**src/rtl/fifo_write_arbiter.sv**
```systemverilog
// fifo_write_arbiter
//
// Shares the single write port of one synchronous fifo between NUM_REQ producers.
// Arbitration is round-robin with packet-atomic grants. The owner keeps the port
// until its req_last beat is accepted, or until MAX_BURST beats have gone through.
// Every release is followed by a one-cycle arbitration bubble in IDLE.
//
// Optional feature (macro FIFO_ARB_TIMEOUT_EN): a granted requester that holds
// req_valid low for TIMEOUT_CYCLES consecutive cycles loses its grant. abort pulses
// for one cycle when that happens. Without the macro abort is tied low and the
// grant is held indefinitely.
//
// Ports:
//   clock          in   single clock, rising edge
//   reset          in   synchronous, active-high
//   req_valid      in   [NUM_REQ]        per-requester beat valid
//   req_data       in   [NUM_REQ*WIDTH]  requester i at bits [i*WIDTH +: WIDTH]
//   req_last       in   [NUM_REQ]        final beat of a packet
//   req_ready      out  [NUM_REQ]        beat accepted when valid && ready
//   fifo_in_shift  out  fifo write strobe
//   fifo_in_data   out  [WIDTH]          fifo write data, 0 when no grant
//   fifo_in_full   in   fifo full flag, stalls the current burst
//   grant_valid    out  a requester owns the port
//   grant_id       out  [IDW]            index of the owner (holds after release)
//   burst_beats    out  [BBW]            beats accepted in the current grant
//   abort          out  one-cycle pulse when a grant is revoked by timeout

module fifo_write_arbiter #(
  parameter int unsigned WIDTH          = 8,
  parameter int unsigned NUM_REQ        = 4,
  parameter int unsigned MAX_BURST      = 16,
  parameter int unsigned TIMEOUT_CYCLES = 16,
  localparam int unsigned IDW = (NUM_REQ > 1) ? $clog2(NUM_REQ) : 1,
  localparam int unsigned BBW = $clog2(MAX_BURST + 1)
) (
  input  logic                     clock,
  input  logic                     reset,
  input  logic [NUM_REQ-1:0]       req_valid,
  input  logic [NUM_REQ*WIDTH-1:0] req_data,
  input  logic [NUM_REQ-1:0]       req_last,
  output logic [NUM_REQ-1:0]       req_ready,
  output logic                     fifo_in_shift,
  output logic [WIDTH-1:0]         fifo_in_data,
  input  logic                     fifo_in_full,
  output logic                     grant_valid,
  output logic [IDW-1:0]           grant_id,
  output logic [BBW-1:0]           burst_beats,
  output logic                     abort
);

  typedef enum logic [0:0] {
    StIdle  = 1'b0,
    StBurst = 1'b1
  } state_e;

  state_e         state_q, state_d;
  logic [IDW-1:0] grant_id_q, grant_id_d;
  logic [IDW-1:0] rr_ptr_q, rr_ptr_d;
  logic [BBW-1:0] burst_beats_q, burst_beats_d;

  logic [IDW-1:0]   winner;
  logic             found;
  logic             any_valid;
  logic             active;
  logic             sel_valid;
  logic             sel_last;
  logic [WIDTH-1:0] sel_data;
  logic             accept;
  logic             cap_hit;
  logic             release_grant;
  logic             timeout;

  // Combinational outputs are gated by reset so the port is quiet for the whole
  // reset window, not only after the first reset edge.
  assign active    = (state_q == StBurst) && !reset;
  assign any_valid = |req_valid;

  // Select the owner's request signals.
  always_comb begin
    sel_valid = 1'b0;
    sel_last  = 1'b0;
    sel_data  = '0;
    for (int unsigned i = 0; i < NUM_REQ; i++) begin
      if (grant_id_q == IDW'(i)) begin
        sel_valid = req_valid[i];
        sel_last  = req_last[i];
        sel_data  = req_data[i*WIDTH +: WIDTH];
      end
    end
  end

  // Round-robin search: first valid requester after the last winner, with wrap.
  always_comb begin
    winner = rr_ptr_q;
    found  = 1'b0;
    for (int unsigned k = 1; k <= NUM_REQ; k++) begin
      for (int unsigned j = 0; j < NUM_REQ; j++) begin
        if (!found && req_valid[j] && (j == (32'(rr_ptr_q) + k) % NUM_REQ)) begin
          found  = 1'b1;
          winner = IDW'(j);
        end
      end
    end
  end

  assign accept  = active && !fifo_in_full && sel_valid;
  // The beat being accepted now is the MAX_BURST-th of this grant.
  assign cap_hit = (32'(burst_beats_q) + 32'd1 == MAX_BURST);

  assign release_grant = (accept && (sel_last || cap_hit)) || timeout;

`ifdef FIFO_ARB_TIMEOUT_EN
  localparam int unsigned TCW = (TIMEOUT_CYCLES > 1) ? $clog2(TIMEOUT_CYCLES + 1) : 1;

  logic [TCW-1:0] idle_cnt_q, idle_cnt_d;

  // idle_cnt_q holds the number of earlier idle cycles, so the current cycle is the
  // TIMEOUT_CYCLES-th idle one when the count is one short of the limit.
  assign timeout = active && !sel_valid && (32'(idle_cnt_q) + 32'd1 == TIMEOUT_CYCLES);

  // Any cycle with valid high (stalled by full or not) restarts the count.
  always_comb begin
    idle_cnt_d = idle_cnt_q + 1'b1;
    if (!active || sel_valid || timeout) begin
      idle_cnt_d = '0;
    end
  end

  always_ff @(posedge clock) begin
    if (reset) begin
      idle_cnt_q <= '0;
    end else begin
      idle_cnt_q <= idle_cnt_d;
    end
  end
`else
  assign timeout = 1'b0;

  logic unused_timeout_cfg;
  assign unused_timeout_cfg = ^TIMEOUT_CYCLES;
`endif

  // State register.
  always_ff @(posedge clock) begin
    if (reset) begin
      state_q       <= StIdle;
      grant_id_q    <= '0;
      rr_ptr_q      <= IDW'(NUM_REQ - 1);
      burst_beats_q <= '0;
    end else begin
      state_q       <= state_d;
      grant_id_q    <= grant_id_d;
      rr_ptr_q      <= rr_ptr_d;
      burst_beats_q <= burst_beats_d;
    end
  end

  // Next-state logic.
  always_comb begin
    state_d       = state_q;
    grant_id_d    = grant_id_q;
    rr_ptr_d      = rr_ptr_q;
    burst_beats_d = burst_beats_q;
    case (state_q)
      StIdle: begin
        // req_last is deliberately ignored here; it only matters on accepted beats.
        if (any_valid) begin
          state_d       = StBurst;
          grant_id_d    = winner;
          burst_beats_d = '0;
        end
      end
      StBurst: begin
        if (release_grant) begin
          // grant_id keeps the old owner; rr_ptr remembers it for the next search.
          state_d       = StIdle;
          rr_ptr_d      = grant_id_q;
          burst_beats_d = '0;
        end else if (accept) begin
          burst_beats_d = burst_beats_q + 1'b1;
        end
      end
      default: begin
        state_d = StIdle;
      end
    endcase
  end

  // Output logic.
  always_comb begin
    grant_valid   = active;
    grant_id      = grant_id_q;
    burst_beats   = burst_beats_q;
    fifo_in_shift = accept;
    fifo_in_data  = active ? sel_data : '0;
    abort         = timeout;
    req_ready     = '0;
    for (int unsigned i = 0; i < NUM_REQ; i++) begin
      req_ready[i] = active && !fifo_in_full && (grant_id_q == IDW'(i));
    end
  end

endmodule

```
**config.mk**
```make
export PLATFORM = sky130hd
export DESIGN_NAME = fifo_write_arbiter
export DESIGN_NICKNAME = d
export VERILOG_FILES = /design/src/rtl/fifo_write_arbiter.sv
export SDC_FILE = /design/constraint.sdc
export NUM_CORES = 1
export LEC_CHECK = 0
export ABC_AREA = 1
export CORE_ASPECT_RATIO = 1.75
export CORE_MARGIN = 3
export CORE_UTILIZATION = 30
export DETAILED_ROUTE_END_ITERATION = 8
export PLACE_DENSITY = 0.66
export SYNTH_ARGS = -nofsm -noshare
export SYNTH_HDL_FRONTEND = slang
export SYNTH_SLANG_ARGS = --single-unit
```
**constraint.sdc**
```tcl
create_clock -name clock -period 1.75 [get_ports clock]
set_input_delay 0.35 -clock clock [delete_from_list [all_inputs] [get_ports clock]]
set_output_delay 0.35 -clock clock [all_outputs]
set_load 0.02 [all_outputs]
```
# Yosys cells after proc, flatten, opt, wreduce, memory -nomap -nowiden

Cells that the tools add are included.

Add/subtract/negate cells: 6
Equality and inequality tests: 18
Mux-type cells: 51
Bitwise logic cells: 1
Reductions and logical operators: 66

Operator list:

| operator            | count |
|---|---|
| $logic_not 32->1    | 4 |
| $mux 8              | 5 |
| $logic_and 1x1->1   | 39 |
| $mux 2              | 16 |
| $mux 1              | 25 |
| $logic_not 1->1     | 17 |
| $eq 2x2->1 const A  | 8 |
| $mux 5              | 3 |
| $pmux 5 s2          | 1 |
| $eq 1x2->1 const A  | 4 |
| $add 5x1->6 const B | 1 |
| $eq 6x5->1 const B  | 1 |
| $reduce_and 2->1    | 3 |
| $add 5x1->5 const B | 1 |
| $add 2x1->2 const B | 2 |
| $add 2x2->2 const B | 2 |
| $eq 2x2->1 const B  | 2 |
| $reduce_or 4->1     | 1 |
| $ne 3x1->1 const B  | 1 |
| $eq 2x1->1 const B  | 1 |
| $logic_not 2->1     | 1 |
| $ne 2x2->1 const B  | 1 |
| $pmux 1 s2          | 1 |
| $logic_or 1x1->1    | 1 |
| $not 1->1           | 1 |

Register bits: 10
Bits of input ports: 43
Logic and storage cells: 146

# Longest topological paths before layout

Gate-level depths: netlist of the first run.

Depth in word-level cells: 64
Gate-level depth with buffers: 14
Depth with buffers taken out: 14

# Worst setup path after synthesis of the first run

OpenSTA, ideal clock, no wires.

Path type: input to register
From: in reset
To: reg burst_beats_q[4] (netlist: burst_beats[4])
Setup time: 0.116 ns
Arrival time: 1.672 ns
Path slack: -0.037 ns
Stages: 14
Cell sequence: buf_4 -> nor2_8 -> inv_4 -> nor2_4 -> inv_2 -> nor2_4 -> nand2_2 -> nand2_4 -> nand2_4 -> nand2_2 -> nor2_4 -> nand2_1 -> nand2_1 -> and3_1

Longest elaborated chain between the ends: 7
Elaborated cells between the ends (all ways): 9

Ends and longest elaborated chain:

| element                                               | RTL line | text |
|---|---|---|
| start: declaration                                    | 37       | `input logic reset,` |
| $logic_not 1->1 *                                     | 75       | `assign active = (state_q == StBurst) && !reset;` |
| $logic_and 1x1->1 *                                   | 75       |  |
| named net grant_valid                                 | 45       | `output logic grant_valid,` |
| $logic_and 1x1->1 * (2 in a row)                      | 106      | `assign accept = active && !fifo_in_full && sel_valid;` |
| named net fifo_in_shift                               | 42       | `output logic fifo_in_shift,` |
| $logic_and 1x1->1                                     | 110      | `assign release_grant = (accept && (sel_last \|\| cap_hit)) \|\| timeout;` |
| $mux 5 / $ne 3x1->1 (equally long branches)           | --       |  |
| $pmux 5 s2 / $reduce_and 2->1 (equally long branches) | --       |  |
| end signal: assignment                                | 154      | `burst_beats_q <= burst_beats_d;` |
| end: declaration                                      | 59       | `logic [BBW-1:0] burst_beats_q, burst_beats_d;` |

Mark *: on every way through the listed nets, which the timed path passes. The rest lies on a longest branch.
A chain may end at the register's enable or synchronous reset.

# Worst setup path after layout of the first run

From: reg grant_id_q[0] (netlist: grant_id[0])
To: out fifo_in_data[1]

Longest elaborated chain between the ends: 6
Elaborated cells between the ends (all ways): 9

Ends and longest elaborated chain:

| element                  | RTL line | text |
|---|---|---|
| start: declaration       | 57       | `logic [IDW-1:0] grant_id_q, grant_id_d;` |
| start signal: assignment | 152      | `grant_id_q <= grant_id_d;` |
| $logic_not 2->1          | 84       | `if (grant_id_q == IDW'(i)) begin` |
| $mux 8 (3 in a row)      | 84       |  |
| $mux 8 *                 | 84       |  |
| $mux 8 *                 | 195      | `fifo_in_data = active ? sel_data : '0;` |
| end: declaration         | 43       | `output logic [WIDTH-1:0] fifo_in_data,` |

Mark *: on every way between the ends. The rest lies on a longest branch, timed or not.

==> summary.md, run 1 <==
| Metric | Value |
|---|---|
| # diodes | 0 |
| Worst hold slack | 0.535 ns |
| Crit. End Element | primary output |
| Most frequent cells in the layout | nand2_1 (43), clkdlybuf4s50_1 (41), buf_4 (37), inv_1 (21) |
| Vias in the first global route | 1,588 |
| DR DRC count | 0 |
| Final clock skew | 0.00247 ns |
| Setup CP Type | reg -> out |
| Synthesis Warnings | 0 |
| Vias | 1,587 |
| Die Span Y | 87.4 µm |
| Hold crit path type | reg -> reg |
| GRT overflow | 0 |
| Drt wl/cell | 12.5 µm |
| CP max-delay cell | dfxtp_4 |
| Mapped Area | 0.00114 mm² |
| CTS tree | done |
| Initial DRC Count | 39 |
| Row Count | 29 |
| Cell taking the most area after synthesis | dfxtp_1 |
| Post-synth EDFFs | 0 |
| Sequential fraction of the synthesis area | 0.176 |
| Post-synth top area share | 0.176 |
| Async S/R FF share, synth | 0 |
| Critical path's top delay family | flip-flops |
| Final core occ | 0.597 |
| Unique masters post-synth | 32 |
| Gr usage total | 0.198 |
| Final Cycle Share | 0.977 |
| Die width | 52.5 µm |
| Critical Path RT | 1.40 ns |
| I/O pin total | 65 |
| # clock sinks | 10 |
| CTS Buffer Depth | 2 |
| Largest net degree at the start of global routing | 11 |
| Placed Cells incl. Taps | 333 |
| Nets | 338 |
| Setup_tns | 0 ns |
| Worst setup margin | 0.0409 ns |
| Final hold viol count | 0 |
| Crit. path cell count | 7 |
| Peak VDD IR | 488 µV |
| Startpoint Class | flip-flop |
| Worst Path Max Fanout | 7 |
| Final WL | 4220 µm |
| Final Power | 1.01 mW |
| Leakage | 1.08 nW |
| Vias/cell | 4.70 |
| Global-route wire length before repair | 7000 µm |
| Layout cells sized above 1 | 0.318 |
| Max Fclk | 0.585 GHz |
| Most common cell after layout, fill and taps aside | nand2_1 |
| Net count after synthesis | 240 |
| Hpwl dp | 3480 µm |
| Reg2reg path depth | 13 |
| CTS Hold Bufs | 0 |
| Peak per-stage delay on the critical path | 0.37 ns |
| CTS root buf | clkbuf_8 |
| Area after DPL | 0.00205 mm² |
| Pre-CTS WS | -0.624 ns |
| Full die area | 0.00459 mm² |
| Worst-skew pair later-pin latency | 0.23 ns |
| # Max-Cap Violations | 0 |
| Arrival time worst endpoint | 1.36 ns |
| Initial antenna violation count | 0 |
| WP buf/inv | 3 |
| DRT antenna net count | 0 |
| Unrepaired setup endpoints after global routing | true |
| CP cell instances | inv_4 -> buf_8 -> nor2_4 -> nor2_2 -> o221ai_1 -> a21oi_1 -> buf_4 |
| Seq cells post-synth | 10 |
| Non-Filler Instances | 338 |
| H-tree levels | 1 |
| Core box area | 0.00363 mm² |
| Prevailing post-synth register cell | dfxtp_1 |
| Final Instance Area | 0.00216 mm² |
| PD cells | 467 mW/mm² |
| Final setup violation count | 0 |
| CTS Buf Count | 3 |
| Initial Util | 0.313 |
| Max-slew violations | 0 |
| Minimum clock period | 1.71 ns |
| DRT Pass-1 Iters | 5 |
| Status | complete, no violations |
| Syn Area/Cell | 5.80 µm² |
| Syn-to-layout area delta | 90.5% |
| Post-Synthesis Cells | 196 |
| Gpl congestion | 0.806 |
| PortBufs | 63 |
| Hold Crit Depth | 2 |
| Clock transition at path regs | 0.05 ns |
| Largest cells by area after synthesis | dfxtp_1 (18%), nand2_1 (16%), o21ai_0 (8.8%), inv_1 (7.9%), nand3_1 (6.6%) |
-- cells in the mapped netlist (2+ instances only) --
cell type / n
o221ai_1: 2
nand2_4: 2
o211ai_1: 6
buf_4: 5
nand2_1: 47
o21ai_0: 20
nand4_1: 4
inv_1: 24
inv_2: 5
nor2_2: 2
nor3_1: 3
a21oi_1: 13
nor2_1: 18
nor2_4: 3
nand2_2: 2
nand3_1: 15
dfxtp_1: 10
-- routing by layer --
layer	GRT usage	routed length, µm	vias up
met5	0	0	-
met4	0.0488	42	0
met3	0.0240	235	5
met2	0.383	2340	48
met1	0.214	1610	695
li1	-	-	839
-- sequential cells by signal, indices dropped and copies added, names as in the netlist --
register / cells
burst_beats: 5
grant_id: 2
rr_ptr_q: 2
state_q: 1
-- report_power, final --
part	switching [mW]	total, mW	internal, mW
registers	0.0234	0.265	0.242
clock network	0.0848	0.235	0.150
logic	0.240	0.510	0.270
total	0.348	1.01	0.662
-- area by class of cell --
class | count | area, µm²
Multi-Input combinational cell | 149 | 847
Sequential cell | 10 | 214
Tap cell | 46 | 57.6
Clock buffer | 3 | 41.3
Timing Repair Buffer | 100 | 880
Fill cell | 354 | 1460
Inverter | 30 | 125
-- path summary, 6_finish.rpt --
check	from	endpoint	slack (ns)
max	grant_id[0]	fifo_in_data[1]	0.04
min reg2reg	rr_ptr_q[0]	rr_ptr_q[0]	0.53
max reg2reg	grant_id[0]	burst_beats[4]	0.12
min	rr_ptr_q[0]	rr_ptr_q[0]	0.53
-- logic make-up after synthesis --
| group | synth area share |
|---|---|
| AND/OR/NAND/NOR | 0.448 |
| AO/OA/AOI/OAI | 0.219 |
| buffers and inverters | 0.142 |
| flip-flops | 0.176 |
| adder cells (fa/ha/maj) | 0.0110 |
| other | 0.00330 |
-- tightest hold or removal path, delay by kind of cell, from the launching register on --
family             cells  cell delay, ns
AOI/OAI and AO/OA      1            0.06
and+or+nand+nor        1            0.06
DFF                    1            0.38
-- what timing repair did --
item                       in CTS  in global routing
resized for setup              65                 45
pin swaps                       6                 10
gates cloned                    0                  0
setup endpoints to repair      25                 23
setup buffers                   1                  1
No activity file was read; power rests on OpenSTA's default activity.
==> run 2: changes to the inputs <==
--- a/config.mk
+++ b/config.mk
@@ -8,9 +8,10 @@
 export ABC_AREA = 1
 export CORE_ASPECT_RATIO = 1.75
 export CORE_MARGIN = 3
-export CORE_UTILIZATION = 30
+export CORE_UTILIZATION = 38
+export CTS_CLUSTER_SIZE = 8
 export DETAILED_ROUTE_END_ITERATION = 8
-export PLACE_DENSITY = 0.66
+export PLACE_DENSITY = 0.8
 export SYNTH_ARGS = -nofsm -noshare
 export SYNTH_HDL_FRONTEND = slang
 export SYNTH_SLANG_ARGS = --single-unit
==> run 2 against run 1 <==
  * Maximum frequency decreased by 0.94%
  * Core utilization increased by 15 points
  * Clock power increased by 25%
  * Largest power group unchanged
  * Critical endpoint is now fifo_in_data[2]
==> summary.md, run 2 (synthesis results as in run 1) <==
| Metric | Value |
|---|---|
| Status | complete, no violations |
| Initial Util | 0.408 |
| CTS Hold Bufs | 0 |
| Final hold viol count | 0 |
| CTS Buffer Depth | 2 |
| # Max-Cap Violations | 0 |
| Global-route wire length before repair | 6930 µm |
| Setup CP Type | in -> out |
| Worst Path Max Fanout | 1 |
| Minimum clock period | 1.73 ns |
| Max-slew violations | 0 |
| Final WL | 4160 µm |
| Worst-skew pair later-pin latency | 0.24 ns |
| Hpwl dp | 3320 µm |
| WP buf/inv | 2 |
| Drt wl/cell | 13.2 µm |
| CP cell instances | clkdlybuf4s50_1 -> or2_2 -> o221ai_1 -> a21oi_1 -> buf_4 |
| Final clock skew | 0.000705 ns |
| Clock transition at path regs | 0.05 ns |
| CTS tree | done |
| Leakage | 1.05 nW |
| DRT Pass-1 Iters | 4 |
| Full die area | 0.00371 mm² |
| Layout cells sized above 1 | 0.287 |
| PD cells | 502 mW/mm² |
| CTS root buf | clkbuf_8 |
| Critical path's top delay family | buffers and inverters |
| CTS Buf Count | 3 |
| Pre-CTS WS | -0.642 ns |
| Peak VDD IR | 407 µV |
| # diodes | 0 |
| Arrival time worst endpoint | 1.38 ns |
| Syn-to-layout area delta | 82.4% |
| Crit. End Element | primary output |
| Core box area | 0.00278 mm² |
| I/O pin total | 65 |
| # clock sinks | 10 |
| DR DRC count | 0 |
| PortBufs | 63 |
| Nets | 334 |
| Unrepaired setup endpoints after global routing | true |
| Register area | 210 µm² |
| Area of the multi-input gates | 810 µm² |
| Largest register FFs | 5 |
| Final setup violation count | 0 |
| Area after DPL | 0.00199 mm² |
| Critical Path RT | 1.40 ns |
| Final Power | 1.04 mW |
| Hold crit path type | reg -> reg |
| Max Fclk | 0.580 GHz |
| GRT overflow | 0 |
| Die width | 47.3 µm |
| Initial antenna violation count | 0 |
| Startpoint Class | input port |
| Setup_tns | 0 ns |
| Largest net degree at the start of global routing | 11 |
| Final Instance Area | 0.00207 mm² |
| Vias in the first global route | 1,573 |
| CP max-delay cell | clkdlybuf4s50_1 |
| Final Cycle Share | 0.986 |
| Most frequent cells in the layout | nand2_1 (44), clkdlybuf4s50_1 (42), buf_4 (34), inv_1 (22), nor2_1 (18) |
| Peak per-stage delay on the critical path | 0.40 ns |
| Gpl congestion | 0.838 |
| Row Count | 25 |
| Most common cell after layout, fill and taps aside | nand2_1 |
| Gr usage total | 0.247 |
| DRT antenna net count | 0 |
| Vias | 1,581 |
| Worst setup margin | 0.0248 ns |
| Vias/cell | 5.00 |
| H-tree levels | 1 |
| Initial DRC Count | 32 |
| Die Span Y | 78.3 µm |
| Fill cells | 222 |
run 2: path summary, 6_finish.rpt:
check | end | from | slack, ns | depth (start not counted)
worst max register to register | burst_beats[4] | burst_beats[1] | 0.11 | 11
worst min register to register | burst_beats[3] | burst_beats[3] | 0.52 | 2
worst min-delay path | burst_beats[3] | burst_beats[3] | 0.52 | 2
worst max-delay path | fifo_in_data[2] | req_data[18] | 0.02 | 5
run 2: final cells by class:
class	count	area share
multi-input combinational	149	0.391
timing repair buffer	96	0.408
inverter	30	0.0568
tap	27	0.0163
sequential	10	0.101
clock buffer	4	0.0266
run 2: worst min-delay path, cell delays in order (launching register included):
cell     delay (ns)
dfxtp_1        0.33
nand2_1        0.08
a21oi_1        0.06
run 2: through the flow:
| step | hold slack (ns) | std cells | utilization |
|---|---|---|---|
| after floorplan | 0.497 | 196 | - |
| after global placement | 0.500 | 310 | 0.716 |
| after detailed placement | 0.507 | 310 | 0.716 |
| after CTS | 0.517 | 316 | 0.728 |
| after global routing | 0.561 | 316 | 0.744 |
| final | 0.517 | 316 | 0.744 |
run 2: where the power goes:
| part | leakage, nW | switching (mW) | internal [mW] |
|---|---|---|---|
| Sequential | 0.0824 | 0.0208 | 0.244 |
| Clock | 0.0288 | 0.0945 | 0.198 |
| Combinational | 0.940 | 0.231 | 0.252 |
run 2: per-layer routing:
metal	vias to the layer above	global-route usage	wire [µm]
li1	829	-	-
met1	710	0.280	1640
met3	7	0.0183	138
met2	35	0.450	2310
met5	-	0	0
met4	0	0.0776	70
run 2: what timing repair did:
action / CTS / global route
setup endpoints to repair: 26 / 19
gates resized for setup: 66 / 27
setup buffers: 2 / 0
pin swaps: 6 / 6
==> RTL change 1, RTL diff (config.mk and constraints of run 2) <==
Build with the macro `FIFO_ARB_TIMEOUT_EN` defined.
--- a/src/rtl/fifo_write_arbiter.sv
+++ b/src/rtl/fifo_write_arbiter.sv
@@ -25,6 +25,8 @@
 //   burst_beats    out  [BBW]            beats accepted in the current grant
 //   abort          out  one-cycle pulse when a grant is revoked by timeout
 
+`define FIFO_ARB_TIMEOUT_EN
+
 module fifo_write_arbiter #(
   parameter int unsigned WIDTH          = 8,
   parameter int unsigned NUM_REQ        = 4,
Check against the original RTL: not settled (the Yosys comparison gave no result); the edit may change what the design does.
==> RTL change 1 against run 2 <==
The run now ends with setup timing left; power increased by 18%; sequential cell count increased by 5; register-to-register slack got worse by 0.16 ns; wire length increased by 26%; synthesized area increased by 15%; final area increased by 23%; first-iteration DRC count increased by 53%; largest cell class is now multi-input combinational cells; setup slack got worse by 0.11 ns.
==> RTL change 1: results (changes against run 2) <==
[clocking]
cts-resized-gates = 91  ; +38%
post-cts-setup-buffers = 4  ; +2

[global_routing]
grt_pass1_vias = 1827  ; +16%
grt_start_max_net_pins = 13  ; +2
grt.total_usage = 0.231  ; -0.0165
grt_pass1_wl_um = 7780  ; +12%

[pwr]
switching_share = 0.346  ; +0.0123
leakage_nw = 1.15  ; +9.5%
p_clk_uw = 282  ; -4%
p_seq_uw = 390  ; +48%
pg_comb_uw = 551  ; +14%
vdd_ir_drop_max_uv = 734  ; +80%

[status]
violations = setup timing
status = finished with violations

[place]
placed_area_mm2 = 0.00228  ; +14%
dp.cells = 356  ; +15%
gp_congestion = 0.827  ; -1.4%
pre_cts_ws_ns = -0.575  ; +0.0674 ns
numPortBuffers = 64  ; +1.6%

[synth]
ys_top_cells_by_count = nand2_1 (40), nor2_1 (27), nand3_1 (23), inv_1 (22), o21ai_0 (22)
synthAdderAreaFrac = 0.0287  ; +0.0177
ys_seq_area_frac = 0.230  ; +0.0537
synthesis.nets = 263  ; +9.6%
syn_area_per_cell_um2 = 6.02  ; +3.9%
synth_xor_area_frac = 0.0335  ; +0.0335
synth-compound-area-share = 0.202  ; -0.0171
ys_top_cells_by_area = dfxtp_1 (23%), nand2_1 (11%), nand3_1 (8.8%), o21ai_0 (8.4%), nor2_1 (7.8%)

[setup_path]
reg2reg_depth = 12  ; +1
worstPathMaxFanout = 7  ; +6
endpoint = abort
crit_start = grant_id[1]$_SDFFE_PP0P_
reg2reg_to = burst_beats[0]$_SDFFE_PP0P_

[detailed_routing]
drt-initial-drc-count = 49  ; +53%
vias = 1856  ; +17%

[layout]
drive_above_1_share = 0.377  ; +0.0893
area_growth_syn_to_layout_pct = 95.3
fillCellCount = 230  ; +3.6%

[timing]
slew_viol_final = 0  ; unchanged
setup_slack_ns = -0.0833  ; -0.108 ns
whs_ns = 0.533  ; +0.0167 ns
fin_skew_ns = 0.000804  ; +0.0000991 ns
finalSetupViolCount = 8  ; +8

[hold_path]
hold_start = idle_cnt_q[0]$_SDFF_PP0_
min_to = idle_cnt_q[0]$_SDFF_PP0_

RTL change 1: cell types whose count changed after synthesis, moves of 3 or more:
| cell | change |
|---|---|
| buf_4 | -4 |
| dfxtp_1 | +5 |
| nand2_1 | -7 |
| nand3_1 | +8 |
| nor2_1 | +9 |
| nor2_2 | +3 |
| o211ai_1 | -4 |
| xor2_1 | +4 |
RTL change 1: final cells by class:
cell class	instances	share of cell area
Inverter	29	0.0466
Sequential cell	15	0.123
Clock inverter	1	0.00196
Clock buffer	3	0.0162
Tap cell	43	0.0211
Timing Repair Buffer	108	0.376
Multi-Input combinational cell	168	0.415
RTL change 1: critical path, stage by stage, from the launching register on:
cell	delay, ns
dfxtp_4	0.39
buf_6	0.13
o21ai_2	0.11
nand2_1	0.07
o22ai_2	0.15
nand2_2	0.12
nor2_4	0.12
buf_6	0.13
RTL change 1: routing by layer:
layer | share of wire | track usage
met3 | 0.031 | 0.0215
met1 | 0.36 | 0.229
met4 | 0.034 | 0.0931
met2 | 0.57 | 0.458
met5 | 0 | 0
==> RTL change 2, RTL diff (settings of run 2) <==
Without the edit above. `WIDTH`: 8 -> 12.
--- a/src/rtl/fifo_write_arbiter.sv
+++ b/src/rtl/fifo_write_arbiter.sv
@@ -26,7 +26,7 @@
 //   abort          out  one-cycle pulse when a grant is revoked by timeout
 
 module fifo_write_arbiter #(
-  parameter int unsigned WIDTH          = 8,
+  parameter int unsigned WIDTH          = 12,
   parameter int unsigned NUM_REQ        = 4,
   parameter int unsigned MAX_BURST      = 16,
   parameter int unsigned TIMEOUT_CYCLES = 16,
Interface: changed (resized fifo_in_data and req_data); port bits go from 65 to 85. The function was not compared with the original's and may differ.
==> RTL change 2 against run 2 <==
The run now ends with setup timing left; cell count up 20%; final area is 27% higher; power rose by 17%; critical path depth rose by 1; sequential cell count did not move; setup slack worse by 0.14 ns; wire length rose by 39%; synthesized area up 8.9%.
==> RTL change 2: results (changes against run 2) <==
[status]
violations = setup timing
status = finished with violations

[place]
numPortBuffers = 83  ; +32%
post-dp-hpwl_um = 4340  ; +31%
gp_congestion = 0.838  ; about the same

[setup_path]
cpPeakStageDelay_ns = 0.37  ; -0.03 ns
worstPathMaxFanout = 7  ; +6
reg2reg_depth = 9  ; -2
cp_top_family = flip-flops
reg2reg_setup_slack_ns = 0.01  ; -0.10 ns
cp.arrival_ns = 1.51  ; +0.13 ns

[timing]
setup_slack_ns = -0.111  ; -0.136 ns
fin_skew_ns = 0.000203  ; -0.000502 ns
finalSetupViolCount = 11  ; +11

[global_routing]
grt_pass1_wl_um = 8500  ; +23%
grt.total_usage = 0.271  ; +0.0242

[detailed_routing]
drt-total-wl_um = 5760  ; +39%
viasPerCell = 5.21  ; +4.1%

[synth]
ys_top_cells_by_area = dfxtp_1 (16%), nand2_1 (13%), inv_1 (9.4%), nand3_1 (8.5%), nor2_1 (8.5%)
synthesis.nets = 274  ; +14%
ys_seq_area_frac = 0.162  ; -0.0144

[layout]
nNetsFinal = 398  ; +19%
fillCellCount = 171  ; -23%

[hold_path]
min_to = state_q$_SDFF_PP0_
hold_start = state_q$_SDFF_PP0_

[pwr]
leakage_nw = 1.26  ; +20%

RTL change 2: cell types whose count changed after synthesis, sizes merged, moves of 2 or more:
cell    delta
o211ai     +3
o22ai      +2
nor2      +10
a221oi     +2
nand3      +7
nand2      -5
a21oi      -5
nand3b     +2
o21ai      -4
inv        +5
RTL change 2: cells by family after synthesis:
logic type | synth area share
fa+ha+maj | 0.0101
simple gates | 0.425
buf+inv | 0.145
flops | 0.162
other cells | 0.00303
compound gates | 0.249
xor+xnor | 0.00708
RTL change 2: layout make-up:
type / instances / area (um2) / area share
inverter: 35 / 134 / 0.0508
sequential: 10 / 210 / 0.0798
multi-input combinational: 162 / 1030 / 0.390
clock buffer: 4 / 55.1 / 0.0209
tap: 42 / 52.6 / 0.0200
timing repair buffer: 126 / 1150 / 0.438
RTL change 2: worst max path at each step:
stage / startpoint / end / slack (ns) / cells past startpoint
after CTS: grant_id[1]$_SDFFE_PP0P_ / fifo_in_shift / -0.08 / 7
after detailed placement: reset / fifo_in_shift / -0.66 / 9
after floorplan: grant_id[0]$_SDFFE_PP0P_ / fifo_in_data[6] / -0.04 / 5
after global routing: grant_id[0]$_SDFFE_PP0P_ / fifo_in_data[11] / -0.20 / 6
final: grant_id[0]$_SDFFE_PP0P_ / fifo_in_data[9] / -0.11 / 6
after global placement: reset / fifo_in_shift / -0.64 / 9
RTL change 2: worst reg2reg max path, stage by stage, from the launching register on:
cell and delay, ns:
dfxtp_4 0.36, buf_6 0.12, nor2_4 0.16, buf_6 0.15, buf_4 0.13, a221oi_4 0.06, o211ai_1 0.29, nand2_4 0.14
nand2_1 0.10, o211ai_1 0.09
RTL change 2: power breakdown:
part | total, mW | internal (mW) | switching (mW)
sequential | 0.258 | 0.240 | 0.0181
combinational | 0.669 | 0.353 | 0.316
clock | 0.289 | 0.198 | 0.0908
RTL change 2: routing by layer:
metal  track usage  part of all wire  wire length (um)
met5             0                 0                 0
met4         0.123             0.044               254
met3        0.0490             0.052               301
met2         0.585              0.56              3230
met1         0.228              0.34              1980
RTL change 2: timing repair:
action / 4_1_cts / 5_1_grt
gates cloned: 0 / 0
endpoints found under the setup margin: 26 / 27
gates resized for setup: 104 / 45
setup buffers: 3 / 2
hold endpoints to repair: 0 / 0
pin swaps: 9 / 8
RTL change 2: per-stage QoR:
step	area [um2]	std cells	worst slack (ns)	setup TNS (ns)	hold slack [ns]
3_3_place_gp	2380	370	-0.639	-11.46	0.501
6_report	2630	379	-0.111	-0.462	0.496
2_1_floorplan	1260	214	-0.0391	-0.123	0.412
3_5_place_dp	2380	370	-0.662	-12.20	0.507
5_1_grt	2630	379	-0.196	-2.15	0.510
4_1_cts	2460	377	-0.0848	-0.251	0.514
